## src/rtl/axis_route_pkg.sv

```systemverilog
// Shared types for the 2x2 AXI-Stream route controller: route encoding,
// packet-tracker states and the route-to-enable decode.
package axis_route_pkg;

  typedef enum logic [1:0] {
    ROUTE_S0_M0 = 2'd0,
    ROUTE_S1_M0 = 2'd1,
    ROUTE_S0_M1 = 2'd2,
    ROUTE_S1_M1 = 2'd3
  } route_t;

  typedef enum logic {
    IDLE   = 1'b0,
    IN_PKT = 1'b1
  } fsm_t;

  typedef struct packed {
    logic m0;
    logic m1;
    logic s0;
    logic s1;
  } route_en_t;

  // Bit 1 selects the master, bit 0 selects the slave.
  function automatic route_en_t route_decode(input route_t r);
    route_en_t en;
    en.m0 = ~r[1];
    en.m1 = r[1];
    en.s0 = ~r[0];
    en.s1 = r[0];
    return en;
  endfunction

endpackage

```

## src/rtl/axis_pkt_tracker.sv

```systemverilog
// Packet framing tracker for the active switch path: IDLE/IN_PKT state,
// beat and packet counters, and the switch-safe flag.
module axis_pkt_tracker
  import axis_route_pkg::*;
#(
  parameter int CNTW = 16
) (
  input  logic            i_clk,
  input  logic            i_rst_n,
  input  logic            i_act_v,
  input  logic            i_act_r,
  input  logic            i_act_l,
  input  logic            i_apply,
  output fsm_t            o_state,
  output logic [CNTW-1:0] o_beat_cnt,
  output logic [CNTW-1:0] o_pkt_cnt,
  output logic            o_safe
);

  localparam logic [CNTW-1:0] CNT_ONE = 1;

  fsm_t            r_state;
  logic [CNTW-1:0] r_beat_cnt;
  logic [CNTW-1:0] r_pkt_cnt;
  logic            w_beat;
  logic            w_last_beat;

  assign w_beat      = i_act_v & i_act_r;
  assign w_last_beat = w_beat & i_act_l;

  // An offered-but-unaccepted beat must not be withdrawn, so it blocks the switch.
  assign o_safe = ((r_state == IDLE) && !(i_act_v && !i_act_r)) || w_last_beat;

  always_ff @(posedge i_clk or negedge i_rst_n) begin
    if (!i_rst_n) begin
      r_state    <= IDLE;
      r_beat_cnt <= '0;
      r_pkt_cnt  <= '0;
    end else begin
      if (w_last_beat)
        r_pkt_cnt <= r_pkt_cnt + CNT_ONE;

      if (i_apply || w_last_beat)
        r_beat_cnt <= '0;
      else if (w_beat)
        r_beat_cnt <= r_beat_cnt + CNT_ONE;

      if (i_apply)
        r_state <= IDLE;
      else if (w_beat)
        r_state <= i_act_l ? IDLE : IN_PKT;
    end
  end

  assign o_state    = r_state;
  assign o_beat_cnt = r_beat_cnt;
  assign o_pkt_cnt  = r_pkt_cnt;

endmodule

```

## src/rtl/axis_route_ctrl_2x2.sv

```systemverilog
// Route controller for the 2x2 AXI-Stream switch: applies route requests at
// packet boundaries. Optional forced switch on stall: AXIS_ROUTE_TIMEOUT_EN.
module axis_route_ctrl_2x2
  import axis_route_pkg::*;
#(
  parameter logic [1:0] DEFAULT_ROUTE  = 2'd0,
  parameter int         CNTW           = 16,
  parameter int         TIMEOUT_CYCLES = 4096
) (
  input  logic            aclk,
  input  logic            aresetn,
  input  logic [1:0]      req_route,
  input  logic            req_valid,
  output logic            req_ready,
  input  logic            s0_tvalid,
  input  logic            s0_tready,
  input  logic            s0_tlast,
  input  logic            s1_tvalid,
  input  logic            s1_tready,
  input  logic            s1_tlast,
  output logic            m0_en,
  output logic            m1_en,
  output logic            s0_en,
  output logic            s1_en,
  output logic [1:0]      cur_route,
  output logic            in_pkt,
  output logic [CNTW-1:0] pkt_cnt,
  output logic [CNTW-1:0] beat_cnt,
  output logic            timeout_evt
);

  if (TIMEOUT_CYCLES < 1) begin : g_bad_timeout
    $error("TIMEOUT_CYCLES must be at least 1");
  end

  route_t    r_route;
  route_en_t r_en;
  logic      r_pend;
  route_t    r_pend_route;
  fsm_t      w_state;
  logic      w_act_v;
  logic      w_act_r;
  logic      w_act_l;
  logic      w_safe;
  logic      w_force;
  logic      w_apply;

  assign w_act_v = r_route[0] ? s1_tvalid : s0_tvalid;
  assign w_act_r = r_route[0] ? s1_tready : s0_tready;
  assign w_act_l = r_route[0] ? s1_tlast  : s0_tlast;

  axis_pkt_tracker #(.CNTW(CNTW)) u_tracker (
    .i_clk      (aclk),
    .i_rst_n    (aresetn),
    .i_act_v    (w_act_v),
    .i_act_r    (w_act_r),
    .i_act_l    (w_act_l),
    .i_apply    (w_apply),
    .o_state    (w_state),
    .o_beat_cnt (beat_cnt),
    .o_pkt_cnt  (pkt_cnt),
    .o_safe     (w_safe)
  );

`ifdef AXIS_ROUTE_TIMEOUT_EN
  localparam int            STW       = $clog2(TIMEOUT_CYCLES) + 1;
  localparam logic [STW-1:0] STALL_LIM = STW'(TIMEOUT_CYCLES - 1);
  localparam logic [STW-1:0] STALL_ONE = 1;

  logic [STW-1:0] r_stall;
  logic           r_tevt;
  logic           w_beat;

  assign w_beat  = w_act_v & w_act_r;
  assign w_force = r_pend && !w_safe && (r_stall == STALL_LIM);

  always_ff @(posedge aclk or negedge aresetn) begin
    if (!aresetn) begin
      r_stall <= '0;
      r_tevt  <= 1'b0;
    end else begin
      r_tevt <= w_force;
      if (w_apply || w_beat)
        r_stall <= '0;
      else if (r_pend && !w_safe)
        r_stall <= r_stall + STALL_ONE;
    end
  end

  assign timeout_evt = r_tevt;
`else
  assign w_force     = 1'b0;
  assign timeout_evt = 1'b0;
`endif

  // Only an already-pending request can apply, so a request captured on a
  // tlast edge waits for the next safe cycle.
  assign w_apply = r_pend && (w_safe || w_force);

  always_ff @(posedge aclk or negedge aresetn) begin
    if (!aresetn) begin
      r_route      <= route_t'(DEFAULT_ROUTE);
      r_en         <= route_decode(route_t'(DEFAULT_ROUTE));
      r_pend       <= 1'b0;
      r_pend_route <= route_t'(DEFAULT_ROUTE);
    end else if (w_apply) begin
      r_route <= r_pend_route;
      r_en    <= route_decode(r_pend_route);
      r_pend  <= 1'b0;
    end else if (req_valid && !r_pend) begin
      r_pend       <= 1'b1;
      r_pend_route <= route_t'(req_route);
    end
  end

  assign req_ready = ~r_pend;
  assign cur_route = r_route;
  assign m0_en     = r_en.m0;
  assign m1_en     = r_en.m1;
  assign s0_en     = r_en.s0;
  assign s1_en     = r_en.s1;
  assign in_pkt    = (w_state == IN_PKT);

endmodule

```

## config.mk

```make
export PLATFORM = sky130hd
export DESIGN_NAME = axis_route_ctrl_2x2
export DESIGN_NICKNAME = d
export VERILOG_FILES = /design/src/rtl/axis_route_pkg.sv /design/src/rtl/axis_pkt_tracker.sv /design/src/rtl/axis_route_ctrl_2x2.sv
export SDC_FILE = /design/constraint.sdc
export NUM_CORES = 1
export LEC_CHECK = 0
export CORE_MARGIN = 2
export CORE_UTILIZATION = 48
export CTS_CLUSTER_DIAMETER = 60
export CTS_CLUSTER_SIZE = 10
export DETAILED_ROUTE_END_ITERATION = 10
export GPL_TIMING_DRIVEN = 0
export PLACE_DENSITY = 0.8
export RECOVER_POWER = 100
export SYNTH_ARGS = -nofsm -noshare
export SYNTH_HDL_FRONTEND = slang
export SYNTH_HIERARCHICAL = 1
export SYNTH_SLANG_ARGS = --single-unit
```

## constraint.sdc

```tcl
create_clock -name aclk -period 3.15 [get_ports aclk]
set_clock_uncertainty 0.1 [all_clocks]
set_input_delay 0.945 -clock aclk [delete_from_list [all_inputs] [get_ports aclk]]
set_output_delay 0.945 -clock aclk [all_outputs]
set_load 0.01 [all_outputs]
```

==> results of run 1 <==
worst reg2reg max path, cell delays in order (launching register included):
cell,delay [ns]
dfrtp_1,0.47
mux2_4,0.36
nor2b_1,0.15
a21oi_2,0.15
nand2_2,0.09
inv_4,0.08
a21oi_2,0.05
or3_4,0.37
or4_1,0.53
a21oi_2,0.12
sequential cells by signal (all words and copies together), names as in the netlist:
signal and flops:
cur_route 2, m0_en 1, r_pend 1, r_pend_route 2, s0_en 1, u_tracker/o_beat_cnt 16, u_tracker/o_pkt_cnt 16, u_tracker/o_state 1
Yosys cell counts, types with 5 or more instances:
cell type   n
nand3_1    11
nand4_1     6
nor2_1     14
nand2_1    19
xor2_1      5
or3_1       5
nor3_1      6
xnor2_1    16
o21ai_0     5
a21oi_1    11
dfrtp_1    38
inv_1       5
report_power, final:
group,switching [uW],total [uW],internal [uW]
clock,175,492,317
combinational,295,644,349
sequential,94.8,708,614
total,564,1840,1280
final timing paths:
kind                                             start                              endpoint  slack [ns]  depth (start not counted)
max                                          s0_tvalid  u_tracker/o_beat_cnt[14]$_DFFE_PN0P_        0.08                         10
min                        r_pend_route[0]$_DFFE_PN0P_                     s0_en$_DFFE_PN1P_        0.34                          1
max reg2reg                   cur_route[0]$_DFFE_PN0P_  u_tracker/o_beat_cnt[14]$_DFFE_PN0P_        0.62                          9
min reg2reg                r_pend_route[0]$_DFFE_PN0P_                     s0_en$_DFFE_PN1P_        0.34                          1
max in group asynchronous                      aresetn   u_tracker/o_beat_cnt[1]$_DFFE_PN0P_        0.62                          1
min in group asynchronous                      aresetn   u_tracker/o_beat_cnt[9]$_DFFE_PN0P_        1.15                          1
cell type report:
cell class	instances	area, um2	share of cell area (%)
inverter	5	21.27	0.8045
timing repair buffer	55	531.8	20.11
tap	48	60.06	2.272
clock inverter	2	60.06	2.272
sequential	40	1003	37.96
clock buffer	6	72.57	2.745
multi-input combinational	133	864.6	32.70
buffer	5	30.03	1.136
cell usage in the layout, fill, tap and decap left out, types with 2 or more instances in the layout:
| master | synthesis | final |
|---|---|---|
| nor4_1 | 3 | 3 |
| or4_1 | 2 | 2 |
| ha_1 | 2 | 2 |
| nor3_1 | 6 | 6 |
| mux2_2 | 3 | 2 |
| or3_1 | 5 | 4 |
| clkbuf_1 | 2 | 4 |
| dfstp_2 | 2 | 2 |
| buf_4 | 3 | 8 |
| nand3_1 | 11 | 11 |
| and3_1 | 3 | 3 |
| or3_4 | 1 | 2 |
| mux2_4 | 2 | 3 |
| o21ai_0 | 5 | 5 |
| xnor2_1 | 16 | 16 |
| nor2_1 | 14 | 14 |
| a21oi_1 | 11 | 9 |
| bufinv_16 | 0 | 2 |
| dfrtp_1 | 38 | 38 |
| mux2i_1 | 3 | 3 |
| o31ai_1 | 2 | 2 |
| nand4_1 | 6 | 6 |
| nor2b_1 | 1 | 2 |
| inv_1 | 5 | 4 |
| xor2_1 | 5 | 5 |
| clkbuf_8 | 0 | 5 |
| nand2_1 | 19 | 19 |
| mux2_1 | 2 | 2 |
| a21oi_2 | 1 | 3 |
| clkdlybuf4s50_1 | 0 | 48 |
cells by family (layout without fill, tap and decap cells):
family,Yosys count,after routing
buf+inv,10,73
fa+ha+maj,2,2
mux,10,10
xor+xnor,21,21
flops,40,40
simple gates,78,78
compound gates,21,21
other cells,1,1
what timing repair did:
item                                    CTS  global route
buffers inserted                          1             4
endpoints found under the setup margin    7             2
resized for setup                         3             3
pin swaps                                 1             3
routing by layer:
layer  global-route usage, %  vias to the layer above  wire length (um)
li1                        -                      760                 -
met1                   24.51                      745              1847
met2                   34.25                       31              2023
met3                   4.054                        4               139
met4                   7.398                        0                38
met5                       0                        -                 0
per-stage QoR:
| step | TNS (ns) | setup WS, ns | power, uW | instance area [um2] | hold WS [ns] |
|---|---|---|---|---|---|
| detailed placement | -4.258 | -0.5224 | 1309 | 2459 | 0.3301 |
| global route | -0.04998 | -0.02946 | 1946 | 2644 | 0.3685 |
| floorplan | 0 | 0.07143 | 1036 | 1903 | 0.3037 |
| CTS | 0 | 0.01484 | 1823 | 2606 | 0.3468 |
| finish | 0 | 0.08153 | 1844 | 2644 | 0.3409 |
| global placement | -3.809 | -0.5038 | 1297 | 2464 | 0.3287 |
==> summary.txt, run 1 <==
Synthesis
  – Synthesized area: 1903 um2
  – Avg Inst Size Synth: 10.40 um2
  – Synth async-reset ratio: 100.0%
  – Synth Instances: 183
  – Syn Nets: 196
  – Post-synth top area cell: dfrtp_1
  – Top post-synthesis cells by area: dfrtp_1, xnor2_1, nand2_1, a21oi_1, nand3_1
  – Post-synth cell types: 37
  – Synth Area in XOR/XNOR: 9.665%
  – Synth Area in Adders: 1.315%
  – Yosys warns: 6
  – Top-area cell type share of the netlist area: 49.97%
  – Compound-cell area share of the yosys netlist: 6.312%
  – Ys flop type: dfrtp_1
  – Synth Area in Simple Gates: 21.10%
  – Largest family of logic cells by synthesized area: simple AND/OR/NAND/NOR gates
  – Seq/Total Area, Yosys: 52.73%
  – Post-synth EDFFs: 0
  – Mux cell area share after synthesis: 6.114%
  – #FFs+latches synth: 40

Worst setup path
  – Crit path cell chain: clkdlybuf4s50_1, mux2_4, nor2b_1, a21oi_2, nand2_2, inv_4, a21oi_2, or3_4, or4_1, a21oi_2
  – Worst endpoint data arrival time: 3.19 ns
  – Startpoint Class: input pin
  – WS Path Type: input pin to register
  – Worst setup EP type: register
  – Critical path's top delay family: simple AND/OR/NAND/NOR gates
  – Worst path most repeated cell: a21oi_2
  – Max FO, Critical Path: 6
  – Worst path slowest cell: or4_1
  – Crit-path max cell delay: 0.53 ns
  – CP Data Required Time: 3.27 ns
  – Worst Path Buf+Inv: 2

Pwr
  – PwrDens: 697.4 nW/um2
  – Worst VDD drop: 0.5244 mV
  – LEAKAGE: 0.001107 uW

Die
  – I/O Pins: 52
  – Core area: 3744 um2
  – Initial Util: 50.84%
  – Die area: 4484 um2
  – Die height: 66.97 um
  – Die Wd: 66.97 um
  – Row count: 22

Timing
  – Final Cycle Share: 97.41%
  – Slew margin rel.: -38.61%
  – Slew @ Worst Pin: 2.079 ns
  – Fin. Hold Viols: 0
  – Final setup fails: 0
  – Fmax: 325.9 MHz
  – Tmin final: 3.068 ns
  – Slew Limit Fails: 41

Clocking
  – Worst-skew pair later-pin latency: 0.29 ns
  – Root buf cell: clkbuf_8
  – Max H-tree Level: 2
  – Cts bufs inserted: 5
  – Clk sinks: 40
  – CTS tree: built
  – Hold_buf cts: 0
  – CTS Buffer Depth: 2
  – Clock transition at path regs: 0.08 ns

Layout
  – Layout overhead on the synthesized area: 38.92%
  – ANT cells: 0
  – Final Instance Count excl. Fillers: 294
  – Util after Layout: 70.62%
  – Net count, final: 258
  – Layout fillers: 301
  – Layout cell share with drive strength beyond 1: 12.20%

Route
  – DRT iter0 DRCs: 98
  – WL/cell: 13.77 um
  – # DRC: 0
  – Final WL: 4.048 mm
  – DRT Pass-1 Iters: 4
  – Antenna Nets Post-Route: 0
  – Via density per instance: 5.238
  – DR vias: 1540

Min path
  – Hold Path Class: register to register

Global routing
  – Initial antenna violation count: 0
  – First-pass GRT wire length: 6.699 mm
  – Vias in the first global route: 1491
  – Overall routing resource usage: 19.91%
  – Grt total ovfl: 0
  – Largest net degree at the start of global routing: 41

Run
  – Max-cap viol count: 1

Outcome
  – Status: finished with violations
  – Failing checks: capacitance limit, slew limit

Placement
  – Gpl congestion: 0.7778
  – Placed Cells: 281
  – IO Port Bufs: 50
  – Half-perimeter wire length after placement: 2.753 mm
Power figures use the tool's default switching activity.
==> run 2, diff against run 1 <==
CORE_UTILIZATION = 49   (was 48)
PLACE_DENSITY = 0.79   (was 0.8)
SYNTH_HIERARCHICAL = unset   (was 1)
==> summary.txt, run 2 <==
Worst setup path
  – Worst Path Buf+Inv: 2
  – WS Path Type: input pin to register
  – Critical path's top delay family: buffers and inverters
  – Max FO, Critical Path: 10
  – Startpoint Class: input pin
  – Worst endpoint data arrival time: 2.98 ns
  – Crit path cell chain: dlygate4sd3_1, or3b_1, a32oi_2, buf_6, o31ai_1, a31oi_1
  – Crit-path max cell delay: 0.60 ns
  – Worst path slowest cell: dlygate4sd3_1
  – CP Data Required Time: 3.26 ns
  – Worst setup EP type: register

Synthesis
  – Syn Nets: 214
  – Top-area cell type share of the netlist area: 44.94%
  – Most instantiated library cell after synthesis: dfrtp_1
  – Yosys warns: 0
  – Post-synth EDFFs: 0
  – Post-synth top area cell: dfrtp_1
  – Synth Area in Adders: 1.183%
  – Synth async-reset ratio: 100.0%
  – Seq/Total Area, Yosys: 47.43%
  – Synthesized area: 2116 um2
  – #FFs+latches synth: 40
  – Synth Area in Simple Gates: 22.77%
  – Mux cell area share after synthesis: 3.607%
  – Top post-synthesis cells by area: dfrtp_1, nand3_1, xnor2_1, nand2_1, a31oi_1
  – Post-synth cell types: 51
  – Synth Area in XOR/XNOR: 6.209%
  – Avg Inst Size Synth: 10.53 um2
  – Largest family of logic cells by synthesized area: simple AND/OR/NAND/NOR gates
  – Ys flop type: dfrtp_1
  – Compound-cell area share of the yosys netlist: 14.96%
  – Synth Instances: 201
  – Top cells by count, synth: dfrtp_1, nand2_1, nand3_1

Global routing
  – Overall routing resource usage: 19.02%
  – Vias in the first global route: 1569
  – Largest net degree at the start of global routing: 41
  – Initial antenna violation count: 0
  – Grt total ovfl: 0
  – First-pass GRT wire length: 7.327 mm

Timing
  – Fin Setup TNS: 0 ns
  – Fmax: 348.2 MHz
  – Final Cycle Share: 91.18%
  – Final setup fails: 0
  – Slew Limit Fails: 41
  – Slew margin rel.: -39.34%
  – Unrepaired setup endpoints after global routing: false
  – Slew @ Worst Pin: 2.090 ns
  – Fin. Hold Viols: 0
  – Tmin final: 2.872 ns

Route
  – Via density per instance: 5.741
  – Final WL: 4.600 mm
  – DRT iter0 DRCs: 133
  – # DRC: 0
  – DR vias: 1774
  – Antenna Nets Post-Route: 0
  – DRT Pass-1 Iters: 5
  – WL/cell: 14.89 um

Placement
  – Gpl congestion: 0.8997
  – Half-perimeter wire length after placement: 3.284 mm
  – IO Port Bufs: 50

Layout
  – ANT cells: 0
  – Layout cell share with drive strength beyond 1: 12.36%
  – Commonest non-fill, non-tap cell in the layout: dlygate4sd3_1
  – Commonest cells after routing, fill and taps aside: dlygate4sd3_1, dfrtp_1, nand2_1
  – Layout overhead on the synthesized area: 30.34%
  – Net count, final: 271
  – Util after Layout: 67.48%

Clocking
  – Clk sinks: 40
  – CTS Buffer Depth: 2
  – CTS tree: built
  – Clock transition at path regs: 0.08 ns
  – Hold_buf cts: 0
  – Max H-tree Level: 2
  – Cts bufs inserted: 5
  – Setup Buffers After CTS: 0
  – Root buf cell: clkbuf_8
  – Post-CTS sizing: 0
  – Worst-skew pair later-pin latency: 0.29 ns

Die
  – Initial Util: 51.78%
  – Die area: 4859 um2
  – Die height: 69.71 um
  – Die Wd: 69.71 um
  – Row count: 23
  – I/O Pins: 52
  – Core area: 4086 um2

Pwr
  – PwrDens: 661.0 nW/um2
  – LEAKAGE: 0.001228 uW
  – Worst VDD drop: 0.4330 mV

Outcome
  – Status: finished with violations
  – Failing checks: capacitance limit, slew limit

Min path
  – Hold Path Class: register to register

Run
  – Max-cap viol count: 1
-- run 2: report_power, final --
group | switching, uW | internal [uW] | total (uW)
sequential | 132 | 635 | 767
combinational | 339 | 368 | 707
clock | 174 | 175 | 349
total | 645 | 1180 | 1820
-- run 2: per-layer routing --
layer	GRT usage [%]	routed length, um	vias up
met5	0	0	-
met4	6.838	43	0
met3	5.378	297	4
met2	30.98	2229	62
met1	24.27	2029	840
li1	-	-	868
-- run 2: worst paths after layout --
path / start / depth (start not counted) / slack, ns / end
max in group asynchronous: aresetn / 1 / 0.61 / u_tracker.o_pkt_cnt[3]$_DFFE_PN0P_
min in group asynchronous: aresetn / 1 / 1.16 / u_tracker.o_beat_cnt[2]$_DFFE_PN0P_
setup / recovery: s0_tvalid / 6 / 0.28 / u_tracker.o_beat_cnt[13]$_DFFE_PN0P_
hold / removal: r_pend_route[0]$_DFFE_PN0P_ / 1 / 0.33 / s0_en$_DFFE_PN1P_
setup reg to reg: cur_route[0]$_DFFE_PN0P_ / 5 / 1.01 / u_tracker.o_beat_cnt[13]$_DFFE_PN0P_
hold reg to reg: r_pend_route[0]$_DFFE_PN0P_ / 1 / 0.33 / s0_en$_DFFE_PN1P_
-- run 2: area by class of cell --
class / count / area [um2]
plain buffers: 7 / 55.05
clock buffers: 6 / 82.58
clock inverters: 2 / 10.01
fillers: 341 / 1329
inverters: 6 / 22.52
multi-input cells: 148 / 1027
flip-flops and latches: 40 / 1003
well taps: 50 / 62.56
repair buffers: 50 / 494.2
-- run 2: per-stage QoR --
| stage | cell area (um2) | power, uW | setup slack, ns | hold WS, ns | std cells |
|---|---|---|---|---|---|
| global route | 2758 | 1937 | 0.1743 | 0.3562 | 309 |
| detailed placement | 2674 | 1534 | 0.1102 | 0.3318 | 301 |
| finish | 2758 | 1823 | 0.2777 | 0.3297 | 309 |
| floorplan | 2116 | 1197 | 0.8130 | 0.3028 | 201 |
| global placement | 2679 | 1523 | 0.04881 | 0.3192 | 301 |
| CTS | 2766 | 1886 | 0.4131 | 0.3358 | 309 |
-- run 2: cell families after synthesis --
group                    count (synthesis)
AO/OA/AOI/OAI                           37
AND/OR/NAND/NOR                         86
adder cells (fa/ha/maj)                  2
multiplexers                             7
flip-flops                              40
XOR/XNOR                                15
other                                    1
buffers and inverters                   13
